File: config.mk
export PLATFORM = sky130hd
export DESIGN_NAME = ps2_key_manager_flat
export DESIGN_NICKNAME = d
export VERILOG_FILES = /design/src/rtl/ps2_key_manager_if.sv /design/src/rtl/ps2_key_manager.sv /design/src/flat_wrapper.sv
export SDC_FILE = /design/constraint.sdc
export NUM_CORES = 1
export LEC_CHECK = 0
export CAP_MARGIN = 20
export CORE_UTILIZATION = 50
export CTS_CLUSTER_SIZE = 12
export DETAILED_ROUTE_END_ITERATION = 12
export PLACE_DENSITY = 0.7
export SLEW_MARGIN = 20
export SYNTH_ARGS = -nofsm -noshare
export SYNTH_HDL_FRONTEND = slang
export SYNTH_SLANG_ARGS = --single-unit
File: constraint.sdc
create_clock -name clk -period 5.4 [get_ports clk]
set_clock_uncertainty 0.1 [all_clocks]
set_input_delay 1.08 -clock clk [delete_from_list [all_inputs] [get_ports clk]]
set_output_delay 1.08 -clock clk [all_outputs]
set_load 0.05 [all_outputs]
File: src/rtl/ps2_key_manager_if.sv
// PS/2 key manager port bundle: raw PS/2 lines in, key-event strobe/value/flags out.
// slave = key manager side, master = keyboard/consumer side.
interface ps2_key_manager_if;
  logic       PS2_clk;
  logic       PS2_dat;
  logic       R_O;
  logic [3:0] out;
  logic [1:0] flags;

  modport slave  (input PS2_clk, PS2_dat, output R_O, out, flags);
  modport master (output PS2_clk, PS2_dat, input R_O, out, flags);
endinterface

File: src/rtl/ps2_key_manager.sv
// PS/2 keyboard front end: filters PS2_clk, deserialises frames, decodes set-2 make codes
// into a hex digit or Enter strobe. Define PS2_KEYPAD_EN to also decode numeric keypad digits.
module ps2_key_manager #(
  parameter int FILTER_LEN     = 8,
  parameter int TIMEOUT_CYCLES = 200000
) (
  input  logic               clk,
  input  logic               reset,
  ps2_key_manager_if.slave   bus
);

  localparam int FW = $clog2(FILTER_LEN + 1);
  localparam int TW = $clog2(TIMEOUT_CYCLES + 1);
  localparam logic [FW-1:0] FLT_LAST = FW'(FILTER_LEN - 1);
  localparam logic [TW-1:0] TMO_LAST = TW'(TIMEOUT_CYCLES - 1);

  typedef struct packed {
    logic       hit;
    logic [3:0] val;
  } digit_t;

  function automatic digit_t decode_digit(input logic [7:0] code);
    digit_t d;
    d.hit = 1'b1;
    d.val = 4'h0;
    case (code)
      8'h45: d.val = 4'h0;
      8'h16: d.val = 4'h1;
      8'h1E: d.val = 4'h2;
      8'h26: d.val = 4'h3;
      8'h25: d.val = 4'h4;
      8'h2E: d.val = 4'h5;
      8'h36: d.val = 4'h6;
      8'h3D: d.val = 4'h7;
      8'h3E: d.val = 4'h8;
      8'h46: d.val = 4'h9;
      8'h1C: d.val = 4'hA;
      8'h32: d.val = 4'hB;
      8'h21: d.val = 4'hC;
      8'h23: d.val = 4'hD;
      8'h24: d.val = 4'hE;
      8'h2B: d.val = 4'hF;
`ifdef PS2_KEYPAD_EN
      8'h70: d.val = 4'h0;
      8'h69: d.val = 4'h1;
      8'h72: d.val = 4'h2;
      8'h7A: d.val = 4'h3;
      8'h6B: d.val = 4'h4;
      8'h73: d.val = 4'h5;
      8'h74: d.val = 4'h6;
      8'h6C: d.val = 4'h7;
      8'h75: d.val = 4'h8;
      8'h7D: d.val = 4'h9;
`endif
      default: d.hit = 1'b0;
    endcase
    return d;
  endfunction

  logic          ps2c_meta_q, ps2c_sync_q, ps2d_meta_q, ps2d_sync_q;
  logic          flt_level_q;
  logic [FW-1:0] flt_cnt_q;
  logic [3:0]    bit_cnt_q;
  logic [7:0]    shift_q;
  logic          parity_q;
  logic [TW-1:0] timer_q;
  logic          brk_q, ext_q;
  logic          r_o_q;
  logic [3:0]    out_q;
  logic [1:0]    flags_q;

  logic   sample_evt_d;
  logic   frame_ok_d;
  digit_t key_d;

  always_comb begin
    sample_evt_d = flt_level_q && !ps2c_sync_q && (flt_cnt_q == FLT_LAST);
    frame_ok_d   = ps2d_sync_q && (^{shift_q, parity_q});
    key_d        = decode_digit(shift_q);
  end

  always_ff @(posedge clk) begin
    if (!reset) begin
      ps2c_meta_q <= 1'b1;
      ps2c_sync_q <= 1'b1;
      ps2d_meta_q <= 1'b1;
      ps2d_sync_q <= 1'b1;
      flt_level_q <= 1'b1;
      flt_cnt_q   <= '0;
      bit_cnt_q   <= '0;
      shift_q     <= '0;
      parity_q    <= 1'b0;
      timer_q     <= '0;
      brk_q       <= 1'b0;
      ext_q       <= 1'b0;
      r_o_q       <= 1'b0;
      out_q       <= 4'h0;
      flags_q     <= 2'b00;
    end else begin
      // NOTE: non-blocking assignments let each stage see the previous cycle's value,
      // which is what makes the two synchroniser flops a real 2-stage chain.
      ps2c_meta_q <= bus.PS2_clk;
      ps2c_sync_q <= ps2c_meta_q;
      ps2d_meta_q <= bus.PS2_dat;
      ps2d_sync_q <= ps2d_meta_q;

      if (ps2c_sync_q == flt_level_q) begin
        flt_cnt_q <= '0;
      end else if (flt_cnt_q == FLT_LAST) begin
        flt_level_q <= ps2c_sync_q;
        flt_cnt_q   <= '0;
      end else begin
        flt_cnt_q <= flt_cnt_q + 1'b1;
      end

      r_o_q   <= 1'b0;
      flags_q <= 2'b00;

      if (sample_evt_d) begin
        timer_q <= '0;
        case (bit_cnt_q)
          4'd0:    if (!ps2d_sync_q) bit_cnt_q <= 4'd1;
          4'd9: begin
            parity_q  <= ps2d_sync_q;
            bit_cnt_q <= 4'd10;
          end
          4'd10: begin
            bit_cnt_q <= 4'd0;
            if (frame_ok_d) begin
              if (shift_q == 8'hF0) begin
                brk_q <= 1'b1;
              end else if (shift_q == 8'hE0) begin
                ext_q <= 1'b1;
              end else begin
                brk_q <= 1'b0;
                ext_q <= 1'b0;
                // Releases (break prefix seen) are swallowed here without an event.
                if (!brk_q) begin
                  if (shift_q == 8'h5A) begin
                    r_o_q   <= 1'b1;
                    flags_q <= 2'b10;
                  end else if (!ext_q && key_d.hit) begin
                    r_o_q   <= 1'b1;
                    out_q   <= key_d.val;
                    flags_q <= 2'b01;
                  end
                end
              end
            end
          end
          default: begin
            shift_q   <= {ps2d_sync_q, shift_q[7:1]};
            bit_cnt_q <= bit_cnt_q + 4'd1;
          end
        endcase
      end else if (bit_cnt_q != 4'd0) begin
        if (timer_q == TMO_LAST) begin
          bit_cnt_q <= 4'd0;
          timer_q   <= '0;
        end else begin
          timer_q <= timer_q + 1'b1;
        end
      end else begin
        timer_q <= '0;
      end
    end
  end

  assign bus.R_O   = r_o_q;
  assign bus.out   = out_q;
  assign bus.flags = flags_q;

endmodule

File: src/flat_wrapper.sv
// flat-port wrapper written by rule: the top's interface ports become plain ports
module ps2_key_manager_flat 
#(
  parameter int FILTER_LEN     = 8,
  parameter int TIMEOUT_CYCLES = 200000
)
  (clk, reset, bus_PS2_clk, bus_PS2_dat, bus_R_O, bus_out, bus_flags);
  ps2_key_manager_if bus_i ();
  input  logic clk;
  input  logic reset;
  input wire logic [$bits(bus_i.PS2_clk)-1:0] bus_PS2_clk;
  input wire logic [$bits(bus_i.PS2_dat)-1:0] bus_PS2_dat;
  output wire logic [$bits(bus_i.R_O)-1:0] bus_R_O;
  output wire logic [$bits(bus_i.out)-1:0] bus_out;
  output wire logic [$bits(bus_i.flags)-1:0] bus_flags;
  assign bus_i.PS2_clk = bus_PS2_clk;
  assign bus_i.PS2_dat = bus_PS2_dat;
  assign bus_R_O = bus_i.R_O;
  assign bus_out = bus_i.out;
  assign bus_flags = bus_i.flags;
  ps2_key_manager #(.FILTER_LEN(FILTER_LEN), .TIMEOUT_CYCLES(TIMEOUT_CYCLES)) u_core (.clk(clk), .reset(reset), .bus(bus_i));
endmodule
==> results of run 1 <==
[worst reg2reg max path, delay by kind of cell, from the launching register on]
| kind | cells | cell delay [ns] |
|---|---|---|
| mux | 1 | 0.17 |
| simple gates | 1 | 0.26 |
| compound gates | 3 | 1.01 |
| flops | 1 | 0.81 |
[per-layer routing]
metal,GRT usage,vias up,part of all wire
met3,0.0437,10,0.043
met1,0.281,950,0.51
met2,0.297,57,0.43
met5,0,-,0
met4,0.0679,0,0.016
li1,-,1107,-
[cell families after synthesis]
group / count (synthesis) / share of synthesized area
xor gates and xnor gates: 26 / 0.0925
and+or+nand+nor: 137 / 0.287
DFF: 49 / 0.362
adders and majority gates: 7 / 0.0324
muxes: 10 / 0.0370
AOI/OAI and AO/OA: 54 / 0.141
buffers and inverters: 27 / 0.0485
[through the flow]
step | hold slack [ns] | cells | instance area, um2 | worst slack (ns) | utilization
2_1_floorplan | 0.286 | 310 | 2710 | 3.45 | -
3_3_place_gp | 0.292 | 374 | 2800 | 2.04 | 0.542
3_5_place_dp | 0.296 | 374 | 2800 | 1.88 | 0.542
4_1_cts | 0.328 | 382 | 2920 | 2.19 | 0.565
5_1_grt | 0.341 | 382 | 2920 | 1.98 | 0.565
6_report | 0.314 | 382 | 2920 | 2.16 | 0.565
[power by group]
group          switching, mW  internal, mW
clock network          0.120         0.151
logic                0.00502       0.00341
registers           0.000762         0.363
total                  0.126         0.517
[path summary, 6_finish.rpt]
check	startpoint	end	slack (ns)	depth (start not counted)
worst max-delay path	reset	u_core.timer_q[4]$_SDFF_PP0_	2.16	5
worst max register to register	u_core.shift_q[3]$_SDFFE_PN0P_	u_core.bus.out[0]$_SDFFE_PN0P_	2.94	5
worst min register to register	u_core.ps2c_meta_q$_SDFF_PN1_	u_core.ps2c_sync_q$_SDFF_PN1_	0.31	1
worst min-delay path	u_core.ps2c_meta_q$_SDFF_PN1_	u_core.ps2c_sync_q$_SDFF_PN1_	0.31	1
[sequential cells by signal (all words and copies together) (netlist names)]
register / count
u_core.timer_q: 18
u_core.shift_q: 8
u_core.bit_cnt_q: 4
u_core.bus.out: 4
u_core.flt_cnt_q: 4
u_core.bus.flags: 2
u_core.brk_q: 1
u_core.bus.R_O: 1
u_core.ext_q: 1
u_core.flt_level_q: 1
u_core.parity_q: 1
u_core.ps2c_meta_q: 1
u_core.ps2c_sync_q: 1
u_core.ps2d_meta_q: 1
u_core.ps2d_sync_q: 1
[Yosys cell counts (8+ instances only)]
cell and instances:
xnor2_1 13, o21ai_0 10, a21oi_1 10, buf_2 9
nand2b_1 8, xor2_1 11, inv_1 10, mux2i_1 10
nand2_1 15, nor2_1 47, dfxtp_1 49, nor3b_1 8
[cell type report]
class / count / area, um2 / area share
clock buffers: 7 / 86.3 / 0.0296
repair buffers: 10 / 100 / 0.0343
well taps: 70 / 87.6 / 0.0300
clock inverters: 1 / 30.0 / 0.0103
multi-input cells: 234 / 1590 / 0.546
inverters: 11 / 41.3 / 0.0141
flip-flops and latches: 49 / 981 / 0.336
==> results.yml, run 1 <==
place:
  numPortBuffers: 10
  place.gp.congestion: 0.885
  dp_hpwl_um: 3590
floorplan:
  placementRows: 26
  start_util: 0.523
  die_h_um: 75.6
  die_w_um: 75.6
  coreArea_um2: 5170
  die_area_um2: 5710
  io_pins: 11
synthesis:
  syn_avg_cell_area_um2: 8.73
  syn-num-nets: 321
  synth_top_area_frac: 0.362
  synth-edff-count: 0
  synthTopCellsByArea: "dfxtp_1, nor2_1, xnor2_1"
  syn_area_um2: 2710
  synth_cell_type_count: 62
  ys_ff_latch: 49
  synth_ff_type: "dfxtp_1"
  synthArstFlopShare: 0
  ys_seq_area_frac: 0.362
  yosys.area.top_type: "dfxtp_1"
  syn_inst: 310
  yosys_warnings: 0
worst_setup_path:
  endpoint_kind: "register"
  criticalPathCategory: "input pin to register"
  crit_slowest_cell: "clkdlybuf4s50_1"
  cp-start-kind: "input pin"
  cpPeakStageDelay_ns: 0.82
  worstPathMaxFanout: 17
  cp_data_required_time_ns: 5.53
  crit_arrival_ns: 3.36
  worstPathBufferInverterCount: 2
  crit_path_cell_trace: "clkdlybuf4s50_1 > clkinv_1 > nor2_1 > nand2_1 > nor2_1"
  critPathTopFamily: "buffers and inverters"
  critical_path.most_common_cell: "nor2_1"
clock_network:
  hold_buffers: 0
  cts_setup_buffers: 0
  cts.htree.levels: 2
  clockBufferDepth: 2
  cts_resized: 0
  cts_root_buf: "clkbuf_8"
  clock_latency_ns: 0.30
  cts_inserted_buffers: 5
  cts_tree: "built"
  cts.clk_slew.worst_paths_ns: 0.09
  cts_sinks: 49
grt:
  grt_pass1_vias: 1803
  grt-ovfl-total: 0
  grt.total_usage: 0.198
  grt_first_pass_wirelength_um: 8560
  grt_max_degree: 21
  antenna_found_initial: 0
route:
  drtAntennaViolNets: 0
  remaining_drc_errors: 0
  drt_iter0_markers: 152
  route.detailed.wl_per_inst_um: 13.6
  first_pass_iters: 4
  vias: 2124
  avgViaCountPerCell: 5.56
  wl_um: 5200
timing:
  rsz0062_at_grt: "false"
  setup_viol: 0
  relSlewSlack: 0.498
  maxSlewViolCount: 0
  hold_violations: 0
  period_share: 0.599
  min_period_ns: 3.24
  setup_tns_ns: 0
  fmax_mhz: 309
  worst_pin_slew_ns: 0.747
min_path:
  min_path_type: "register to register"
cells_and_area:
  fillers: 493
  layout-drive-gt1-share: 0.0513
  area_growth_pct: 7.91
  nNetsFinal: 322
  diodes: 0
  mostFrequentLayoutCell: "dfxtp_1"
  final_cell_mix: "dfxtp_1, nor2_1, nand2_1"
power_and_ir_drop:
  fin_total_pwr_mw: 0.643
  p_leak_nw: 0.959
  ir_drop_v: 0.000161
  p_per_area_nw_per_um2: 220
status:
  outcome: "completed"
job:
  cap_violations: 0
Power figures use the tool's default switching activity.
==> run 2, diff against run 1 <==
PLACE_DENSITY = 0.72   (was 0.7)
clock period = 2.6 ns   (was 5.4 ns; I/O delays follow)
==> run 2 against run 1 <==
Effect of this change:
- flip-flop and latch count did not move
- design area up 1.3%
- global-route usage is 0.48 points lower
- non-clock buffer count is 7 higher
- largest cell class unchanged
- via count is 1.6% higher
- register-to-register slack got worse by 2.7 ns
- clock power increased by 78%
- critical endpoint is now u_core.bus.out[0]$_SDFFE_PN0P_
==> results.yml, run 2 (synthesis gave the netlist of run 1 again) <==
worst_setup_path:
  criticalPathCategory: "register to register"
  endpoint_kind: "register"
  cp_data_required_time_ns: 2.68
  crit_arrival_ns: 2.46
  worstPathMaxFanout: 20
  cp-start-kind: "register"
clock_network:
  hold_buffers: 0
  cts_tree: "built"
  cts_inserted_buffers: 5
  cts_sinks: 49
  clockBufferDepth: 2
  cts_root_buf: "clkbuf_8"
  cts.htree.levels: 2
  cts.clk_slew.worst_paths_ns: 0.09
  cts_setup_buffers: 0
  clock_latency_ns: 0.30
  cts_resized: 0
power_and_ir_drop:
  p_per_area_nw_per_um2: 425
  p_leak_nw: 0.989
  ir_drop_v: 0.000343
place:
  place.gp.congestion: 0.921
  dp_hpwl_um: 3730
  place_ws_ns: 0.255
  numPortBuffers: 10
timing:
  rsz0062_at_grt: "false"
  setup_tns_ns: 0
  min_period_ns: 2.38
  worst_pin_slew_ns: 0.703
  setup_viol: 0
  fin_ws_ns: 0.219
  period_share: 0.916
  relSlewSlack: 0.531
  maxSlewViolCount: 0
  fmax_mhz: 420
  hold_violations: 0
cells_and_area:
  final-seq-area_um2: 981
  final_cell_mix: "dfxtp_1, nor2_1, nand2_1"
  multi_input_area_um2: 1590
  layout-drive-gt1-share: 0.0752
  area_growth_pct: 9.29
  fillers: 463
  largest_register_ffs: 18
  regMostFlops: "u_core.timer_q"
  mostFrequentLayoutCell: "dfxtp_1"
  nNetsFinal: 329
  diodes: 0
  largest_registers: "u_core.timer_q x18, u_core.shift_q x8"
route:
  wl_um: 5200
  first_pass_iters: 5
  route.detailed.wl_per_inst_um: 13.4
  vias: 2157
  remaining_drc_errors: 0
  drtAntennaViolNets: 0
  avgViaCountPerCell: 5.54
  drt_iter0_markers: 88
floorplan:
  start_util: 0.523
  die_w_um: 75.6
  io_pins: 11
  coreArea_um2: 5170
  placementRows: 26
  die_h_um: 75.6
  die_area_um2: 5710
grt:
  grt_max_degree: 21
  grt_first_pass_wirelength_um: 8380
  grt-ovfl-total: 0
  grt.total_usage: 0.193
  grt_pass1_vias: 1897
  antenna_found_initial: 0
status:
  outcome: "completed"
min_path:
  min_path_type: "register to register"
job:
  cap_violations: 0
-- run 2: cell count changes in the layout (fill, tap and decap cells not counted) --
| cell | delta |
|---|---|
| bufinv_16 | -1 |
| clkbuf_8 | +1 |
| buf_4 | +7 |
| clkbuf_1 | -1 |
| clkinv_2 | +1 |
-- run 2: critical path, cell delays in order (launching register included) --
cell       delay [ns]
dfxtp_1          0.78
nor4bb_1         0.12
a2111oi_0        0.62
and4bb_1         0.35
o32ai_2          0.13
mux2i_1          0.16
-- run 2: final timing paths --
kind | from | slack (ns) | end | cells past startpoint
worst max-delay path | u_core.shift_q[3]$_SDFFE_PN0P_ | 0.22 | u_core.bus.out[0]$_SDFFE_PN0P_ | 5
worst max register to register | u_core.shift_q[3]$_SDFFE_PN0P_ | 0.22 | u_core.bus.out[0]$_SDFFE_PN0P_ | 5
worst min register to register | u_core.ps2c_meta_q$_SDFF_PN1_ | 0.32 | u_core.ps2c_sync_q$_SDFF_PN1_ | 1
worst min-delay path | u_core.ps2c_meta_q$_SDFF_PN1_ | 0.32 | u_core.ps2c_sync_q$_SDFF_PN1_ | 1
-- run 2: metal layers --
metal / GRT usage / part of all wire / wire (um)
met1: 0.247 / 0.47 / 2450
met2: 0.313 / 0.46 / 2390
met3: 0.0423 / 0.047 / 242
met4: 0.0864 / 0.022 / 114
met5: 0 / 0 / 0
-- run 2: area by class of cell --
class / instances / share of cell area
Clock buffer: 7 / 0.0326
Multi-Input combinational cell: 234 / 0.539
Clock inverter: 1 / 0.00169
Sequential cell: 49 / 0.332
Tap cell: 70 / 0.0296
Inverter: 11 / 0.0140
Timing Repair Buffer: 17 / 0.0516
-- run 2: per-stage QoR --
stage / std cells / area [um2] / total power [mW] / util / hold slack [ns]
after global routing: 389 / 2960 / 1.31 / 0.572 / 0.337
after detailed placement: 381 / 2860 / 0.792 / 0.552 / 0.302
after global placement: 381 / 2860 / 0.792 / 0.552 / 0.301
after CTS: 389 / 2960 / 1.27 / 0.572 / 0.325
after floorplan: 310 / 2710 / 0.782 / - / 0.286
final: 389 / 2960 / 1.26 / 0.572 / 0.317
-- run 2: power by group --
group / internal [mW] / total [mW] / leakage, nW / switching (mW)
logic: 0.00912 / 0.0193 / 0.539 / 0.0102
clock network: 0.241 / 0.484 / 0.0542 / 0.243
registers: 0.753 / 0.755 / 0.396 / 0.00186
